### config.mk
export PLATFORM = sky130hd
export DESIGN_NAME = serial_subtractor
export DESIGN_NICKNAME = d
export VERILOG_FILES = /design/src/rtl/serial_subtractor.sv
export SDC_FILE = /design/constraint.sdc
export NUM_CORES = 1
export LEC_CHECK = 0
export CAP_MARGIN = 20
export CORE_ASPECT_RATIO = 1.2
export CORE_MARGIN = 4
export CORE_UTILIZATION = 45
export DETAILED_ROUTE_END_ITERATION = 10
export PLACE_DENSITY = 0.71
export RECOVER_POWER = 50
export SLEW_MARGIN = 15
export SYNTH_ARGS = -nofsm -noshare
export SYNTH_HDL_FRONTEND = slang
export SYNTH_SLANG_ARGS = --single-unit
### constraint.sdc
create_clock -name clk -period 1.7 [get_ports clk]
set_input_delay 0.34 -clock clk [delete_from_list [all_inputs] [get_ports clk]]
set_output_delay 0.34 -clock clk [all_outputs]
set_load 0.01 [all_outputs]
### src/rtl/serial_subtractor.sv
// Bit-serial LSB-first subtractor: diff = A - B over WIDTH cycles using one
// full-subtractor cell, with start/done handshake, final borrow and zero flag.
module serial_subtractor #(
  parameter int WIDTH = 4
) (
  input  logic             clk,
  input  logic             rst,
  input  logic             start,
  input  logic [WIDTH-1:0] A,
  input  logic [WIDTH-1:0] B,
  output logic             busy,
  output logic             done,
  output logic [WIDTH-1:0] diff,
  output logic             borrow,
  output logic             zero
);

  localparam int CW = (WIDTH > 2) ? $clog2(WIDTH) : 1;
  localparam logic [CW-1:0] LAST = CW'(WIDTH - 1);

  // Handshake: start is a request sampled only in IDLE; done is a one-cycle
  // pulse after the completing edge, with diff/borrow/zero valid from then on.
  typedef enum logic {IDLE, RUN} state_t;

  state_t           state;
  logic [WIDTH-1:0] a_sh;
  logic [WIDTH-1:0] b_sh;
  logic [WIDTH-1:0] r_sh;
  logic             br;
  logic [CW-1:0]    cnt;

  logic             a_bit;
  logic             b_bit;
  logic             d_bit;
  logic             br_next;
  logic [WIDTH-1:0] r_next;

  // The single full-subtractor cell acting on the current LSBs.
  always_comb begin
    a_bit   = a_sh[0];
    b_bit   = b_sh[0];
    d_bit   = a_bit ^ b_bit ^ br;
    br_next = (~a_bit & b_bit) | (~(a_bit ^ b_bit) & br);
    r_next  = {d_bit, r_sh[WIDTH-1:1]};
  end

  always_ff @(posedge clk) begin
    if (!rst) begin
      state  <= IDLE;
      busy   <= 1'b0;
      done   <= 1'b0;
      diff   <= '0;
      borrow <= 1'b0;
      zero   <= 1'b0;
      a_sh   <= '0;
      b_sh   <= '0;
      r_sh   <= '0;
      br     <= 1'b0;
      cnt    <= '0;
    end else begin
      done <= 1'b0;
      case (state)
        IDLE: begin
          if (start) begin
            a_sh  <= A;
            b_sh  <= B;
            br    <= 1'b0;
            cnt   <= '0;
            busy  <= 1'b1;
            state <= RUN;
          end
        end
        RUN: begin
          a_sh <= a_sh >> 1;
          b_sh <= b_sh >> 1;
          r_sh <= r_next;
          br   <= br_next;
          cnt  <= cnt + 1'b1;
          // Last bit: publish the fully shifted result including this edge's d.
          if (cnt == LAST) begin
            diff   <= r_next;
            borrow <= br_next;
            zero   <= (r_next == '0);
            done   <= 1'b1;
            busy   <= 1'b0;
            state  <= IDLE;
          end
        end
        default: state <= IDLE;
      endcase
    end
  end

endmodule
Yosys cells after proc, flatten, opt, wreduce, memory -nomap -nowiden
Index checks and enable logic that the tools add are counted.
{"block": "op_classes", "n_addsub": 1, "n_eq_ne": 3, "muxes": 15, "bitwise_logic": 8, "reduce_logical": 4}
{"op": "$pmux 4 s2", "n": 2}
{"op": "$mux 4", "n": 2}
{"op": "$mux 1", "n": 6}
{"op": "$pmux 1 s2", "n": 3}
{"op": "$reduce_and 2->1", "n": 3}
{"op": "$logic_not 4->1", "n": 1}
{"op": "$pmux 2 s2", "n": 1}
{"op": "$not 1->1", "n": 3}
{"op": "$add 2x1->2 const B", "n": 1}
{"op": "$and 1x1->1", "n": 2}
{"op": "$eq 2x2->1 const B", "n": 1}
{"op": "$mux 2", "n": 1}
{"op": "$ne 2x1->1 const B", "n": 1}
{"op": "$ne 2x2->1 const B", "n": 1}
{"op": "$xor 1x1->1", "n": 2}
{"op": "$or 1x1->1", "n": 1}
{"block": "word_totals", "ff_bits": 24, "wordCells": 42}

Logic depth before layout (Yosys ltp)
{"block": "logic_depth", "ltp_word": 5, "mapped_depth": 4, "mapped_depth_nobuf": 4}

Worst setup path before layout
Ideal clock, no wire load.
{"block": "synth_timing", "path_kind": "flip-flop to flip-flop", "start": "register b_sh[0]", "end": "register zero", "arrival_ns": 1.208, "setup_slack_ns": 0.422, "stages_incl_launch_ff": 5, "path_buffers": 0, "synth_period_minus_slack_ns": 1.278, "path_cell_list": "dfxtp_1 > inv_1 > fa_1 > nor4_1 > o2bb2ai_1"}
{"block": "synth_between", "elab_chain_cells": 3}
{"element": "start: declaration", "line_no": "27", "text": "logic [WIDTH-1:0] b_sh;"}
{"element": "start signal: assignment", "line_no": "75", "text": "b_sh <= b_sh >> 1;"}
{"element": "$xor 1x1->1 (2 in series)", "line_no": "42", "text": "d_bit = a_bit ^ b_bit ^ br;"}
{"element": "via d_bit", "line_no": "34", "text": "logic d_bit;"}
{"element": "$logic_not 4->1", "line_no": "83", "text": "zero <= (r_next == '0);"}
{"element": "end signal: assignment", "line_no": "83"}
{"element": "end: declaration", "line_no": "15", "text": "output logic zero"}
The timed path passes the listed nets, and every way through them passes these cells.
A chain may end at the register's enable or synchronous reset.

Worst setup path after layout
{"block": "layout_timing", "start": "register busy", "end": "output busy"}
{"element": "start: declaration", "line_no": "11", "text": "output logic busy,"}
{"element": "start signal: assignment", "line_no": "50", "text": "busy <= 1'b0;"}
{"element": "start signal: assignment", "line_no": "69", "text": "busy <= 1'b1;"}
{"element": "start signal: assignment", "line_no": "85", "text": "busy <= 1'b0;"}
No word-level cell between the ends.

==> out/qor.yml <==
final_layout:
  drive_gt1_frac: 0.103
  multi_input_area_um2: 463
  layout.nets: 130
  fin_util: 0.579
  fill_cells: 203
  diodes: 0
  regArea_um2: 460
  area_growth_syn_to_layout_pct: 22.0
placement:
  globalplace.congestion: 0.711
  io_buffers: 18
  dp_hpwl_um: 1370
cts:
  clockBufferDepth: 2
  cts_buffers: 3
  clk_pin_slew_ns: 0.12
  cts-root-buf: "clkbuf_4"
  cts_max_level: 1
  post_cts_buffers: 0
  cts_tree: "yes"
  post_cts_resized: 0
  ctsHoldBuffers: 0
  numClockSinks: 23
  clk_latency_ns: 0.31
floorplan:
  io_pins: 19
  die_area_um2: 3000
  rows: 18
  core_um2: 2070
  start_util: 0.475
  dieWidth_um: 50.7
  die_height_um: 59.2
synth:
  synth_warnings: 0
  synth-seq-area-share: 0.468
  synth.avg_cell_area_um2: 10.1
  synthTopCellsByArea: "dfxtp_1, mux2i_1, a211oi_1"
  synth_top_area_cell: "dfxtp_1"
  synth.net_count: 110
  ys_types: 25
  netlist.area_leader.share: 0.468
  syn_inst: 97
  netlist_area_um2: 983
  ys_ff_latch: 23
critical_path:
  cp.arrival_ns: 1.23
  cp_cell_sequence: "clkdlybuf4s50_1"
  cp.depth: 1
  crit_buf_inv: 1
  slowest_stage: "clkdlybuf4s50_1"
  reg2reg_depth: 4
  critPathCaptureType: "primary output"
  max_stage_delay_ns: 0.55
  crit_type: "flop to primary output"
  cp_max_fo: 3
  required_ns: 1.36
  start_kind: "flop"
  critPathTopFamily: "buffers and inverters"
timing:
  period_minus_slack_ns: 1.57
  maxSlewViolCount: 0
  maxSlewHeadroom: 0.712
  hold_violations: 0
  period_share: 0.926
  fin_worst_skew_ns: 0.00443
  rsz0062_at_grt: "no"
  max_freq_mhz: 635
  worstMarginPinSlew_ns: 0.433
  setup_viol_count_final: 0
  tns_ns: 0
power_and_ir_drop:
  leakagePower_uw: 0.000462
  max-vdd-ir-drop_v: 0.000576
  power.density_nw_per_um2: 804
routing:
  vias: 732
  avgViaCountPerCell: 5.01
  drtIter0Drc: 8
  routedWlPerCell_um: 12.7
  drc: 0
  drt_wl_total_um: 1860
  ant_nets: 0
  dr.pass1.iters: 4
flow_run:
  cap_violations: 0
global_routing:
  grt_max_degree: 19
  antenna_found_initial: 0
  track_usage: 0.138
  grt_pass1_wl_um: 3150
  grt_pass1_vias: 738
  grt_overflow: 0
min_path:
  min_path_type: "flop to flop"
  hold_depth: 2
outcome:
  outcome: "finished, final reports clean"
## synth_stat cells, drive strengths merged
library cell  number
nand3              4
a211oi             7
inv                4
ha                 1
dfxtp             23
nand2              2
or3b               3
buf                6
mux2i             11
a21oi              9
and2               1
a21bo              4
nor4               1
and3               1
fa                 1
o21ai              1
nor2b              6
o2bb2ai            1
o21bai             1
nand2b             4
nor2               6
## per-stage QoR
step	worst slack, ns	hold WS (ns)	std cells	power (uW)	area [um^2]
2_1_floorplan	0.422	0.461	97	681	983
3_3_place_gp	0.216	0.459	142	728	1180
3_5_place_dp	0.160	0.487	142	729	1180
4_1_cts	0.109	0.508	146	980	1210
5_1_grt	0.0660	0.537	146	1020	1200
6_report	0.125	0.502	146	964	1200
## flip-flops by register name, summed over array words and instances, names as in the netlist
register / count
done: 1
cnt: 2
br: 1
a_sh: 4
diff: 4
state: 1
r_sh: 3
busy: 1
zero: 1
b_sh: 4
borrow: 1
## cell usage in the layout (no fill, tap or decap)
cell and count:
o2bb2ai_1 1, buf_4 1, or3b_1 3, o21bai_1 1
dlygate4sd3_1 1, a21bo_2 4, nor4_1 1, and2_1 1
a21oi_1 8, a21oi_2 1, nand2_1 2, clkdlybuf4s50_1 17
nand2b_1 4, nor2b_1 6, o21ai_0 1, inv_2 1
nor2_1 6, dfxtp_1 23, fa_1 1, ha_1 1
clkbuf_1 1, clkinv_2 1, clkbuf_2 1, clkbuf_4 3
mux2i_1 11, a211oi_1 7, inv_1 3, nand3_1 4
and3_1 1
## layer usage
layer / vias up / track usage / share of wire
li1: 378 / - / -
met1: 339 / 0.152 / 0.44
met2: 13 / 0.250 / 0.51
met3: 2 / 0.0378 / 0.048
met4: 0 / 0.0577 / 0.0086
met5: - / 0 / 0
## where the power goes
| group | total (uW) | leakage [uW] | internal [uW] | switching, uW |
|---|---|---|---|---|
| clock network | 251 | 0.0000177 | 88.0 | 163 |
| registers | 585 | 0.000188 | 564 | 20.2 |
| logic | 129 | 0.000257 | 69.3 | 59.3 |
## path summary, 6_finish.rpt
check	slack, ns	start	end
worst min-delay path	0.50	zero	zero
worst min register to register	0.50	zero	zero
worst max-delay path	0.13	busy	busy
worst max register to register	0.28	b_sh[0]	zero
## final cells by class
class	count	share of cell area
Clock inverter	1	0.00417
Sequential cell	23	0.384
Inverter	4	0.0125
Tap cell	30	0.0313
Timing Repair Buffer	21	0.164
Multi-Input combinational cell	64	0.386
Clock buffer	3	0.0188
## worst reg2reg max path, stage by stage (launching register included)
cell       delay (ns)
dfxtp_1          0.36
inv_1            0.06
fa_1             0.51
nor4_1           0.28
o2bb2ai_1        0.15
## cells by family after synthesis
group,after synthesis,synth area share
AO/OA/AOI/OAI,23,0.165
adder cells (fa/ha/maj),2,0.0331
buffers and inverters,10,0.0611
flip-flops,23,0.468
multiplexers,11,0.112
AND/OR/NAND/NOR,28,0.160
Note: power is estimated with default switching activity, not from simulation.
